[config.mk]
export PLATFORM = sky130hd
export DESIGN_NAME = mem_arbiter
export DESIGN_NICKNAME = d
export VERILOG_FILES = /design/src/rtl/mem_pkg.sv /design/src/rtl/mem_arbiter_mmio_decode.sv /design/src/rtl/mem_arbiter.sv
export SDC_FILE = /design/constraint.sdc
export NUM_CORES = 1
export LEC_CHECK = 0
export CAP_MARGIN = 20
export CORE_AREA = 2 2 129 131
export CTS_BUF_LIST = sky130_fd_sc_hd__clkbuf_4
export DETAILED_ROUTE_END_ITERATION = 16
export DIE_AREA = 0 0 131 133
export SETUP_SLACK_MARGIN = 0.05
export SYNTH_ARGS = -nofsm -noshare
export SYNTH_HDL_FRONTEND = slang
export SYNTH_SLANG_ARGS = --single-unit
[constraint.sdc]
create_clock -name clk -period 4.88 [get_ports clk]
set_clock_uncertainty 0.15 [all_clocks]
set_input_delay 0.976 -clock clk [delete_from_list [all_inputs] [get_ports clk]]
set_output_delay 0.976 -clock clk [all_outputs]
set_load 0.05 [all_outputs]
[src/rtl/mem_pkg.sv]
// Shared constants and enums for the memory arbiter.
// Holds MMIO addresses, exit code, read owner and FSM state types.
package mem_pkg;

    localparam logic [31:0] LOG_ADDR  = 32'h1000_0000;
    localparam logic [31:0] EXIT_ADDR = 32'h2000_0000;
    localparam logic [31:0] EXIT_CODE = 32'h075B_CD15;

    typedef enum logic [1:0] {
        OWN_NONE,
        OWN_IF,
        OWN_D,
        OWN_MMIO
    } owner_e;

    typedef enum logic [0:0] {
        ST_RUN,
        ST_HALT
    } state_e;

endpackage

[src/rtl/mem_arbiter_mmio_decode.sv]
// Combinational MMIO address decoder.
// Ports: addr in; is_mmio (logger or exit) and is_exit out.
module mmio_decode #(
    parameter int unsigned       ADDR_W    = 32,
    parameter logic [ADDR_W-1:0] LOG_ADDR  = ADDR_W'(mem_pkg::LOG_ADDR),
    parameter logic [ADDR_W-1:0] EXIT_ADDR = ADDR_W'(mem_pkg::EXIT_ADDR)
) (
    input  logic [ADDR_W-1:0] addr,
    output logic              is_mmio,
    output logic              is_exit
);

    assign is_exit = (addr == EXIT_ADDR);
    assign is_mmio = (addr == LOG_ADDR) || is_exit;

endmodule

[src/rtl/mem_arbiter.sv]
// Single-port RAM arbiter (fetch vs data) with MMIO divert and halt.
// Ports: clk/rst, if_* fetch port, d_* data port, mem_* RAM, mmio_*, halted.
module mem_arbiter #(
    parameter int unsigned       ADDR_W    = 32,
    parameter int unsigned       DATA_W    = 32,
    parameter int unsigned       MAX_WAIT  = 4,
    parameter logic [ADDR_W-1:0] LOG_ADDR  = ADDR_W'(mem_pkg::LOG_ADDR),
    parameter logic [ADDR_W-1:0] EXIT_ADDR = ADDR_W'(mem_pkg::EXIT_ADDR),
    parameter logic [DATA_W-1:0] EXIT_CODE = DATA_W'(mem_pkg::EXIT_CODE)
) (
    input  logic              clk,
    input  logic              rst,
    input  logic              if_req,
    input  logic [ADDR_W-1:0] if_addr,
    output logic              if_gnt,
    output logic              if_rvalid,
    output logic [DATA_W-1:0] if_rdata,
    input  logic              d_req,
    input  logic              d_we,
    input  logic [ADDR_W-1:0] d_addr,
    input  logic [DATA_W-1:0] d_wdata,
    output logic              d_gnt,
    output logic              d_rvalid,
    output logic [DATA_W-1:0] d_rdata,
    output logic              mem_en,
    output logic              mem_we,
    output logic [ADDR_W-1:0] mem_addr,
    output logic [DATA_W-1:0] mem_wdata,
    input  logic [DATA_W-1:0] mem_rdata,
    output logic              mmio_we,
    output logic [ADDR_W-1:0] mmio_addr,
    output logic [DATA_W-1:0] mmio_wdata,
    output logic              halted
);

    import mem_pkg::*;

    state_e            state;
    owner_e            owner;
    owner_e            owner_nxt;
    logic [3:0]        wait_cnt;
    logic [DATA_W-1:0] if_rdata_q;
    logic [DATA_W-1:0] d_rdata_q;
    logic              is_mmio;
    logic              is_exit;
    logic              run;
    logic              fetch_pri;
    logic              d_rd;
    logic              halt_set;

    mmio_decode #(
        .ADDR_W    (ADDR_W),
        .LOG_ADDR  (LOG_ADDR),
        .EXIT_ADDR (EXIT_ADDR)
    ) u_dec (
        .addr    (d_addr),
        .is_mmio (is_mmio),
        .is_exit (is_exit)
    );

    // Grants are suppressed while in reset as well as when halted.
    assign run       = (state == ST_RUN) && !rst;
    assign fetch_pri = (wait_cnt == 4'(MAX_WAIT));

    assign d_gnt  = run && d_req && !(if_req && fetch_pri);
    assign if_gnt = run && if_req && !d_gnt;

    assign d_rd     = d_gnt && !d_we;
    assign halt_set = d_gnt && d_we && is_exit && (d_wdata == EXIT_CODE);

    assign mem_en    = if_gnt || (d_gnt && !is_mmio);
    assign mem_we    = d_gnt && d_we && !is_mmio;
    assign mem_addr  = if_gnt ? if_addr : d_addr;
    assign mem_wdata = d_wdata;

    assign mmio_we    = d_gnt && d_we && is_mmio;
    assign mmio_addr  = d_addr;
    assign mmio_wdata = d_wdata;

    assign halted = (state == ST_HALT);

    // A read granted just before reset must not surface during reset.
    assign if_rvalid = !rst && (owner == OWN_IF);
    assign d_rvalid  = !rst && ((owner == OWN_D) || (owner == OWN_MMIO));

    always_comb begin
        owner_nxt = OWN_NONE;
        unique case (1'b1)
            if_gnt:           owner_nxt = OWN_IF;
            d_rd && is_mmio:  owner_nxt = OWN_MMIO;
            d_rd && !is_mmio: owner_nxt = OWN_D;
            default:          owner_nxt = OWN_NONE;
        endcase
    end

    // Read data is steered straight from the RAM in the valid cycle,
    // otherwise the last delivered word is held.
    always_comb begin
        if_rdata = if_rdata_q;
        if (rst) begin
            if_rdata = '0;
        end else if (owner == OWN_IF) begin
            if_rdata = mem_rdata;
        end
    end

    always_comb begin
        d_rdata = d_rdata_q;
        if (rst) begin
            d_rdata = '0;
        end else if (owner == OWN_D) begin
            d_rdata = mem_rdata;
        end else if (owner == OWN_MMIO) begin
            d_rdata = '0;
        end
    end

    always_ff @(posedge clk) begin
        if (rst) begin
            state      <= ST_RUN;
            owner      <= OWN_NONE;
            wait_cnt   <= '0;
            if_rdata_q <= '0;
            d_rdata_q  <= '0;
        end else begin
            if (halt_set) begin
                state <= ST_HALT;
            end
            owner <= owner_nxt;
            if (!if_req || if_gnt) begin
                wait_cnt <= '0;
            end else if (!fetch_pri) begin
                wait_cnt <= wait_cnt + 4'd1;
            end
            if (owner == OWN_IF) begin
                if_rdata_q <= mem_rdata;
            end
            if (owner == OWN_D) begin
                d_rdata_q <= mem_rdata;
            end else if (owner == OWN_MMIO) begin
                d_rdata_q <= '0;
            end
        end
    end

endmodule

======== Yosys cells after proc, flatten, opt, wreduce, memory -nomap -nowiden ========
Cells that the tools add are included.
storage, ports and cells
  flip-flop bits (word level) ............. 71
  input port bits ......................... 133
  output and inout bits ................... 200
  word-level logic and storage cells ...... 49
operators by class
  add/subtract/negate cells ............... 1
  equal/unequal tests ..................... 7
  multiplexer cells ....................... 7
  bitwise logic cells ..................... 1
  reductions and logical operators ........ 28
operators by type and width
  cell                                                   count
  two-way mux 32 bit                                     6
  equality test 32 x 27 -> 1 bit, second input constant  1
  equality test 32 x 29 -> 1 bit, second input constant  1
  equality test 32 x 30 -> 1 bit, second input constant  1
  logical AND 1 bit                                      17
  zero test 1 bit                                        6
  one-hot mux 2 bit (3 select lines)                     1
  adder 4 x 1 -> 4 bit, second input constant            1
  equality test 2 bit, second input constant             2
  equality test 4 x 3 -> 1 bit, second input constant    1
  logical OR 1 bit                                       4
  equality test 2 x 1 -> 1 bit, second input constant    1
  OR reduction 2 bit                                     1
  NOT 1 bit                                              1

======== Logic depth before layout (Yosys ltp) ========
Gate-level depths: netlist of the first run.
  depth in word-level cells ............... 8
  gate-level depth with buffers ........... 8
  mapped depth without buffers ............ 6

======== By module ========
From an unflattened synthesis of the first run, not the netlist that was laid out.
unflattened totals
  cells, all modules ...................... 483
  area, all modules ....................... 4,090.2 um^2
modules (own cells, without submodules)
  module       times used  cells each  area an instance (um^2)
  mem_arbiter  1           468         3,993.8
  mmio_decode  1           15          96.3

======== Least setup slack after synthesis of the first run ========
No wires, ideal clock.
  kind .................................... input to output
  start ................................... input rst
  end ..................................... output mem_en
  arrival time ............................ 2.853 ns
  setup slack ............................. 0.901 ns
  stages on the path ...................... 4
  cell sequence ........................... clkbuf_1 -> a2111oi_4 -> inv_1 -> o21bai_1
between the ends
  word-level cells in the longest chain between the ends .. 7
  elaborated cells between the ends (all ways) .. 9
ends and longest elaborated chain
  item                               line               text
  from (decl)                        mem_arbiter.sv:12  input logic rst,
  zero test 1 bit *                  mem_arbiter.sv:62  assign run = (state == ST_RUN) && !rst;
  logical AND 1 bit *                mem_arbiter.sv:62
  logical AND 1 bit * (2 in series)  mem_arbiter.sv:65  assign d_gnt = run && d_req && !(if_req && fetch_pri);
  named net d_gnt                    mem_arbiter.sv:22  output logic d_gnt,
  zero test 1 bit                    mem_arbiter.sv:66  assign if_gnt = run && if_req && !d_gnt;
  logical AND 1 bit                  mem_arbiter.sv:66
  logical OR 1 bit *                 mem_arbiter.sv:71  assign mem_en = if_gnt || (d_gnt && !is_mmio);
  to (decl)                          mem_arbiter.sv:25  output logic mem_en,
Mark *: on every way through the listed nets, which the timed path passes. The rest lies on a longest branch.

======== Worst setup path in the final report of the first run ========
  start ................................... input d_addr[22]
  end ..................................... output mem_we
between the ends
  word-level cells in the longest chain between the ends .. 4
  elaborated cells between the ends (all ways) .. 5
ends and longest elaborated chain
  item                                                                              line                                                          text
  from (decl)                                                                       mem_arbiter.sv:20                                             input logic [ADDR_W-1:0] d_addr,
  equality test 32 x 29 -> 1 bit or equality test 32 x 30 -> 1 bit (tied branches)  mem_arbiter_mmio_decode.sv:14, mem_arbiter_mmio_decode.sv:13
  logical OR 1 bit *                                                                mem_arbiter_mmio_decode.sv:14                                 assign is_mmio = (addr == LOG_ADDR) || is_exit;
  zero test 1 bit *                                                                 mem_arbiter.sv:72                                             assign mem_we = d_gnt && d_we && !is_mmio;
  logical AND 1 bit *                                                               mem_arbiter.sv:72
  to (decl)                                                                         mem_arbiter.sv:26                                             output logic mem_we,
Every way passes the cells marked *; elsewhere a longest branch is shown, timed or not.

==> results.yml, run 1 <==
synth:
  synth.distinct_cells: 33
  synth_nets: 615
  ys_seq_elements: 71
  yosysMostFrequentCell: "buf_4"
  yosysSeqAreaShare: 0.360
  synth_xor_area_frac: 0.00666
  synth_adder_area_share: 0.00634
  synth-compound-area-share: 0.101
  yosys.area_share.simple: 0.216
  synth_largest_area_cell: "dfxtp_1"
  ys_top_cells_by_area: "dfxtp_1 (36%), buf_4 (18%), mux2_2 (9.1%)"
  synth_top_family_by_area: "buffers and inverters"
  ys_warn_count: 0
  synth_edf_count: 0
  synth_common_cells: "buf_4 (97), dfxtp_1 (71), a21oi_1 (68)"
  synthArstFlopShare: 0
  synth_mux_area_frac: 0.0913
  syn-cell-area_mm2: 0.00395
  synthCells: 480
  synth_top_area_share: 0.360
  synthFlopType: "dfxtp_1"
  syn-mean-instance-area_um2: 8.22
clocking:
  clock-sinks: 71
  cts_setup_buffers: 0
  cts_buffer_depth: 2
  cts_buffers: 9
  ctsHoldBuffers: 0
  cts-htree-levels: 3
  cts_tree: "yes"
  cts_resized: 0
  clkTransAtPathRegs_ns: 0.12
  clock-root-buffer: "clkbuf_4"
  worstSkewPairLatency_ns: 0.42
cells_and_area:
  drive_gt1_frac: 0.192
  regArea_mm2: 0.00142
  synthToLayoutAreaGrowth_pct: 82.5
  multiInputGateArea_mm2: 0.00167
  diodes: 0
  nFillCells: 1520
  fin_nets: 845
power_and_ir_drop:
  ir_worst_vdd_mv: 0.141
  p_total_uw: 1700
  p_per_area_mw_per_mm2: 236
  cellLeakagePower_uw: 0.00278
worst_setup_path:
  worst-setup-path-type: "input port to primary output"
  max_stage_delay_ns: 0.73
  startpoint_type: "input port"
  worstPathCellList: "clkdlybuf4s50_1 -> nor4_1 -> nand4_1 -> nor3_1 -> nor2_1 -> clkdlybuf4s50_1"
  timing.rr.start: "wait_cnt[0]"
  critPathSlowestCell: "clkdlybuf4s50_1"
  setup.worst_path.end: "mem_we"
  cp-end-kind: "primary output"
  r2r_slack_ns: 2.92
  cp-startpoint: "d_addr[22]"
  rr_endpoint: "halted"
  rr_worst_depth: 6
  crit_top_cell: "clkdlybuf4s50_1"
  cp.required_ns: 3.75
  cp.arrival_ns: 3.24
  critPathMaxFanout: 3
global_route:
  grt_start_max_net_pins: 36
  antenna_found_initial: 0
  grt_pass1_vias: 4086
  grt_first_pass_wirelength_um: 24500
  grt-ovfl-total: 0
  grtUsageTotal: 0.185
drt:
  drt_iter0_drc: 116
  avgViaCountPerCell: 4.26
  wl_per_cell_um: 17.8
  via_count: 3986
  drt-pass1-iter-count: 4
  drc: 0
  drtAntennaViolNets: 0
  drt_wl_total_um: 16600
timing:
  holdWs_ns: 0.322
  min_period_ns: 4.36
  max_freq_mhz: 229
  rsz0062_at_grt: "false"
  max_slew.worst_pin.slew_ns: 0.706
  finalSetupViolCount: 0
  setup-tns-final_ns: 0
  final_max_slew_viol_count: 0
  final-hold-violation-count: 0
  slew-limit-headroom: 0.527
  post-route-period-util: 0.894
placement:
  io_buffers: 332
  gp_congestion: 0.874
  dp_hpwl_um: 14000
die:
  die_w_um: 131
  dieHeight_um: 133
  start_util: 0.244
  dieArea_mm2: 0.0174
  num_io_pins: 333
  rows: 47
  core_area_mm2: 0.0162
run:
  maxCapViolCount: 0
worst_hold_path:
  hp-class: "flip-flop to flip-flop"
status:
  status: "finished clean"
layout by cell type (no fill, tap or decap), types with 3 or more instances in the layout:
cell type / Yosys / routed
buf_4: 97 / 42
clkbuf_4: 0 / 9
inv_1: 4 / 4
clkdlybuf4s50_1: 0 / 261
nor2b_1: 37 / 35
nor2_1: 38 / 38
dfxtp_1: 71 / 71
a21oi_1: 68 / 68
nor4bb_1: 3 / 3
clkinv_2: 0 / 4
xnor2_1: 3 / 3
nor4_1: 8 / 8
nand2_1: 67 / 67
mux2_2: 32 / 32
buf_12: 0 / 38
nand4_1: 5 / 5
kinds of logic after synthesis:
logic type,Yosys count
XOR/XNOR,3
AND/OR/NAND/NOR,173
AO/OA/AOI/OAI,72
adder cells (fa/ha/maj),2
flip-flops,71
buffers and inverters,127
multiplexers,32
worst min path at each step:
stage,start,to,cells after the start
5_1_grt,if_rdata_q[15],if_rdata_q[15],2
3_3_place_gp,if_rdata_q[5],if_rdata_q[5],2
3_5_place_dp,if_rdata_q[22],if_rdata_q[22],2
2_1_floorplan,wait_cnt[1],wait_cnt[1],2
4_1_cts,if_rdata_q[4],if_rdata_q[4],2
6_report,if_rdata_q[9],if_rdata_q[9],2
stage by stage:
step,cell area [um2],utilization,worst slack (ns),instances
2_1_floorplan,3950,-,0.901,480
3_3_place_gp,7070,0.437,0.500,919
3_5_place_dp,7070,0.437,0.506,919
4_1_cts,7200,0.445,0.505,935
5_1_grt,7200,0.445,0.385,935
6_report,7200,0.445,0.517,935
where the power goes:
group | total [uW] | internal, uW | switching [uW]
Clock | 364 | 153 | 211
Combinational | 735 | 303 | 432
Sequential | 601 | 597 | 4.21
Total | 1700 | 1050 | 647
metal layers:
layer  up-vias  share of wire  track usage
li1       1947              -            -
met1      1866           0.38        0.203
met2       160           0.54        0.346
met3        13          0.077       0.0586
met4         0         0.0066       0.0337
met5         -              0            0
sequential cells by signal (all words and copies together), names as in the netlist:
signal      cells
d_rdata_q      32
if_rdata_q     32
wait_cnt        4
owner           2
halted          1
critical path: cells and delay by family:
family / cells / cell delay, ns
simple gates: 4 / 1.08
buf+inv: 2 / 1.18
final cells by class:
cell class	count	share of cell area
clock buffers	9	0.00938
flip-flops and latches	71	0.197
repair buffers	342	0.513
inverters	4	0.00208
multi-input cells	282	0.231
well taps	220	0.0382
clock inverters	7	0.00869
Note: power is estimated with default switching activity, not from simulation.
==> inputs of run 2 (changes only) <==
--- a/config.mk
+++ b/config.mk
@@ -5,7 +5,7 @@
 export SDC_FILE = /design/constraint.sdc
 export NUM_CORES = 1
 export LEC_CHECK = 0
-export CAP_MARGIN = 20
+export CAP_MARGIN = 10
 export CORE_AREA = 2 2 129 131
 export CTS_BUF_LIST = sky130_fd_sc_hd__clkbuf_4
 export DETAILED_ROUTE_END_ITERATION = 16
==> results of run 2 <==
Same layout as run 1: the final DEF is identical, and so are final timing and power.
==> inputs of run 3 (changes only) <==
--- a/config.mk
+++ b/config.mk
@@ -10,6 +10,7 @@
 export CTS_BUF_LIST = sky130_fd_sc_hd__clkbuf_4
 export DETAILED_ROUTE_END_ITERATION = 16
 export DIE_AREA = 0 0 131 133
+export PLACE_DENSITY_LB_ADDON = 0.1
 export SETUP_SLACK_MARGIN = 0.05
 export SYNTH_ARGS = -nofsm -noshare
 export SYNTH_HDL_FRONTEND = slang
==> results.yml, run 3 (same netlist as run 1, synthesis figures left out) <==
timing:
  finalSetupViolCount: 0
  final_max_slew_viol_count: 0
  min_period_ns: 4.46
  max_slew.worst_pin.slew_ns: 0.879
  setup-tns-final_ns: 0
  post-route-period-util: 0.914
  slew-limit-headroom: 0.412
  holdWs_ns: 0.317
  rsz0062_at_grt: "false"
  final-hold-violation-count: 0
  max_freq_mhz: 224
die:
  start_util: 0.244
  die_w_um: 131
  core_area_mm2: 0.0162
  dieArea_mm2: 0.0174
  num_io_pins: 333
  dieHeight_um: 133
  rows: 47
worst_setup_path:
  rr_endpoint: "if_rdata_q[12]"
  r2r_slack_ns: 2.57
  cp-end-kind: "primary output"
  critPathMaxFanout: 4
  worst-setup-path-type: "input port to primary output"
  timing.rr.start: "owner[1]"
  startpoint_type: "input port"
  rr_worst_depth: 5
  cp.arrival_ns: 3.33
  cp.required_ns: 3.75
cells_and_area:
  fin_nets: 841
  top_regs: "d_rdata_q x32, if_rdata_q x32, wait_cnt x4"
  final_cell_mix: "clkdlybuf4s50_1 (259), dfxtp_1 (71), a21oi_1 (68)"
  synthToLayoutAreaGrowth_pct: 82.0
  fin_area_mm2: 0.00718
  nFillCells: 1570
  final_common_cell: "clkdlybuf4s50_1"
  drive_gt1_frac: 0.189
  diodes: 0
global_route:
  grt_first_pass_wirelength_um: 24800
  antenna_found_initial: 0
  grtUsageTotal: 0.191
  grt_pass1_vias: 4177
  grt_start_max_net_pins: 47
  grt-ovfl-total: 0
power_and_ir_drop:
  cellLeakagePower_uw: 0.00276
  ir_worst_vdd_mv: 0.115
  p_per_area_mw_per_mm2: 244
clocking:
  clkTransAtPathRegs_ns: 0.10
  clock-root-buffer: "clkbuf_4"
  cts_buffers: 9
  clock-sinks: 71
  cts_buffer_depth: 2
  cts-htree-levels: 3
  worstSkewPairLatency_ns: 0.42
  ctsHoldBuffers: 0
  cts_resized: 0
  cts_setup_buffers: 0
  cts_tree: "yes"
drt:
  drtAntennaViolNets: 0
  drt_wl_total_um: 17000
  drt_iter0_drc: 127
  drc: 0
  via_count: 3989
  drt-pass1-iter-count: 4
  avgViaCountPerCell: 4.29
  wl_per_cell_um: 18.2
status:
  status: "finished clean"
worst_hold_path:
  hold_depth: 2
  min_from: "if_rdata_q[1]"
  hold_end: "if_rdata_q[1]"
  hp-class: "flip-flop to flip-flop"
placement:
  place_area_mm2: 0.00703
  dp_hpwl_um: 13900
  io_buffers: 332
  gp_congestion: 0.993
run:
  maxCapViolCount: 0
run 3: metrics by stage:
stage / setup slack (ns) / utilization / cells / total power, uW
CTS: 0.388 / 0.444 / 930 / 1780
global placement: 0.438 / 0.435 / 915 / 1350
finish: 0.420 / 0.444 / 930 / 1750
global route: 0.260 / 0.444 / 930 / 1830
floorplan: 0.901 / - / 480 / 1050
detailed placement: 0.401 / 0.435 / 915 / 1350
run 3: worst max-delay path, stage by stage:
cell and delay [ns]:
clkdlybuf4s50_1 0.46, nor4_1 0.37, nand4_1 0.24, nor3_1 0.44, nor2_1 0.11, clkdlybuf4s50_1 0.74
run 3: cell type report:
class / instances / area (um2) / area share
Inverter: 4 / 15.0 / 0.00209
Timing Repair Buffer: 338 / 3650 / 0.508
Sequential cell: 71 / 1420 / 0.198
Clock buffer: 9 / 67.6 / 0.00941
Tap cell: 220 / 275 / 0.0383
Multi-Input combinational cell: 282 / 1670 / 0.233
Clock inverter: 6 / 86.3 / 0.0120
run 3: power breakdown:
group / total (uW) / leakage, uW / switching (uW) / internal (uW)
clock: 420 / 0.0000717 / 217 / 203
sequential: 601 / 0.000576 / 4.23 / 597
combinational: 734 / 0.00211 / 433 / 301
run 3: routing by layer:
metal  wire length (um)  vias up  track usage  share of wire
met5                  0        -            0              0
met1               6310     1836        0.213           0.37
met2               8670      188        0.334           0.51
met3               1720       17       0.0760           0.10
met4                257        0       0.0508          0.015
li1                   -     1948            -              -
run 3: worst max path at each step:
stage | from | endpoint | slack [ns] | cells past startpoint
3_3_place_gp | d_addr[1] | mem_we | 0.44 | 6
3_5_place_dp | d_addr[1] | mem_we | 0.40 | 6
4_1_cts | d_addr[1] | mem_we | 0.39 | 6
2_1_floorplan | rst | mem_en | 0.90 | 4
5_1_grt | d_addr[1] | mem_we | 0.26 | 6
6_report | d_addr[1] | mem_we | 0.42 | 6
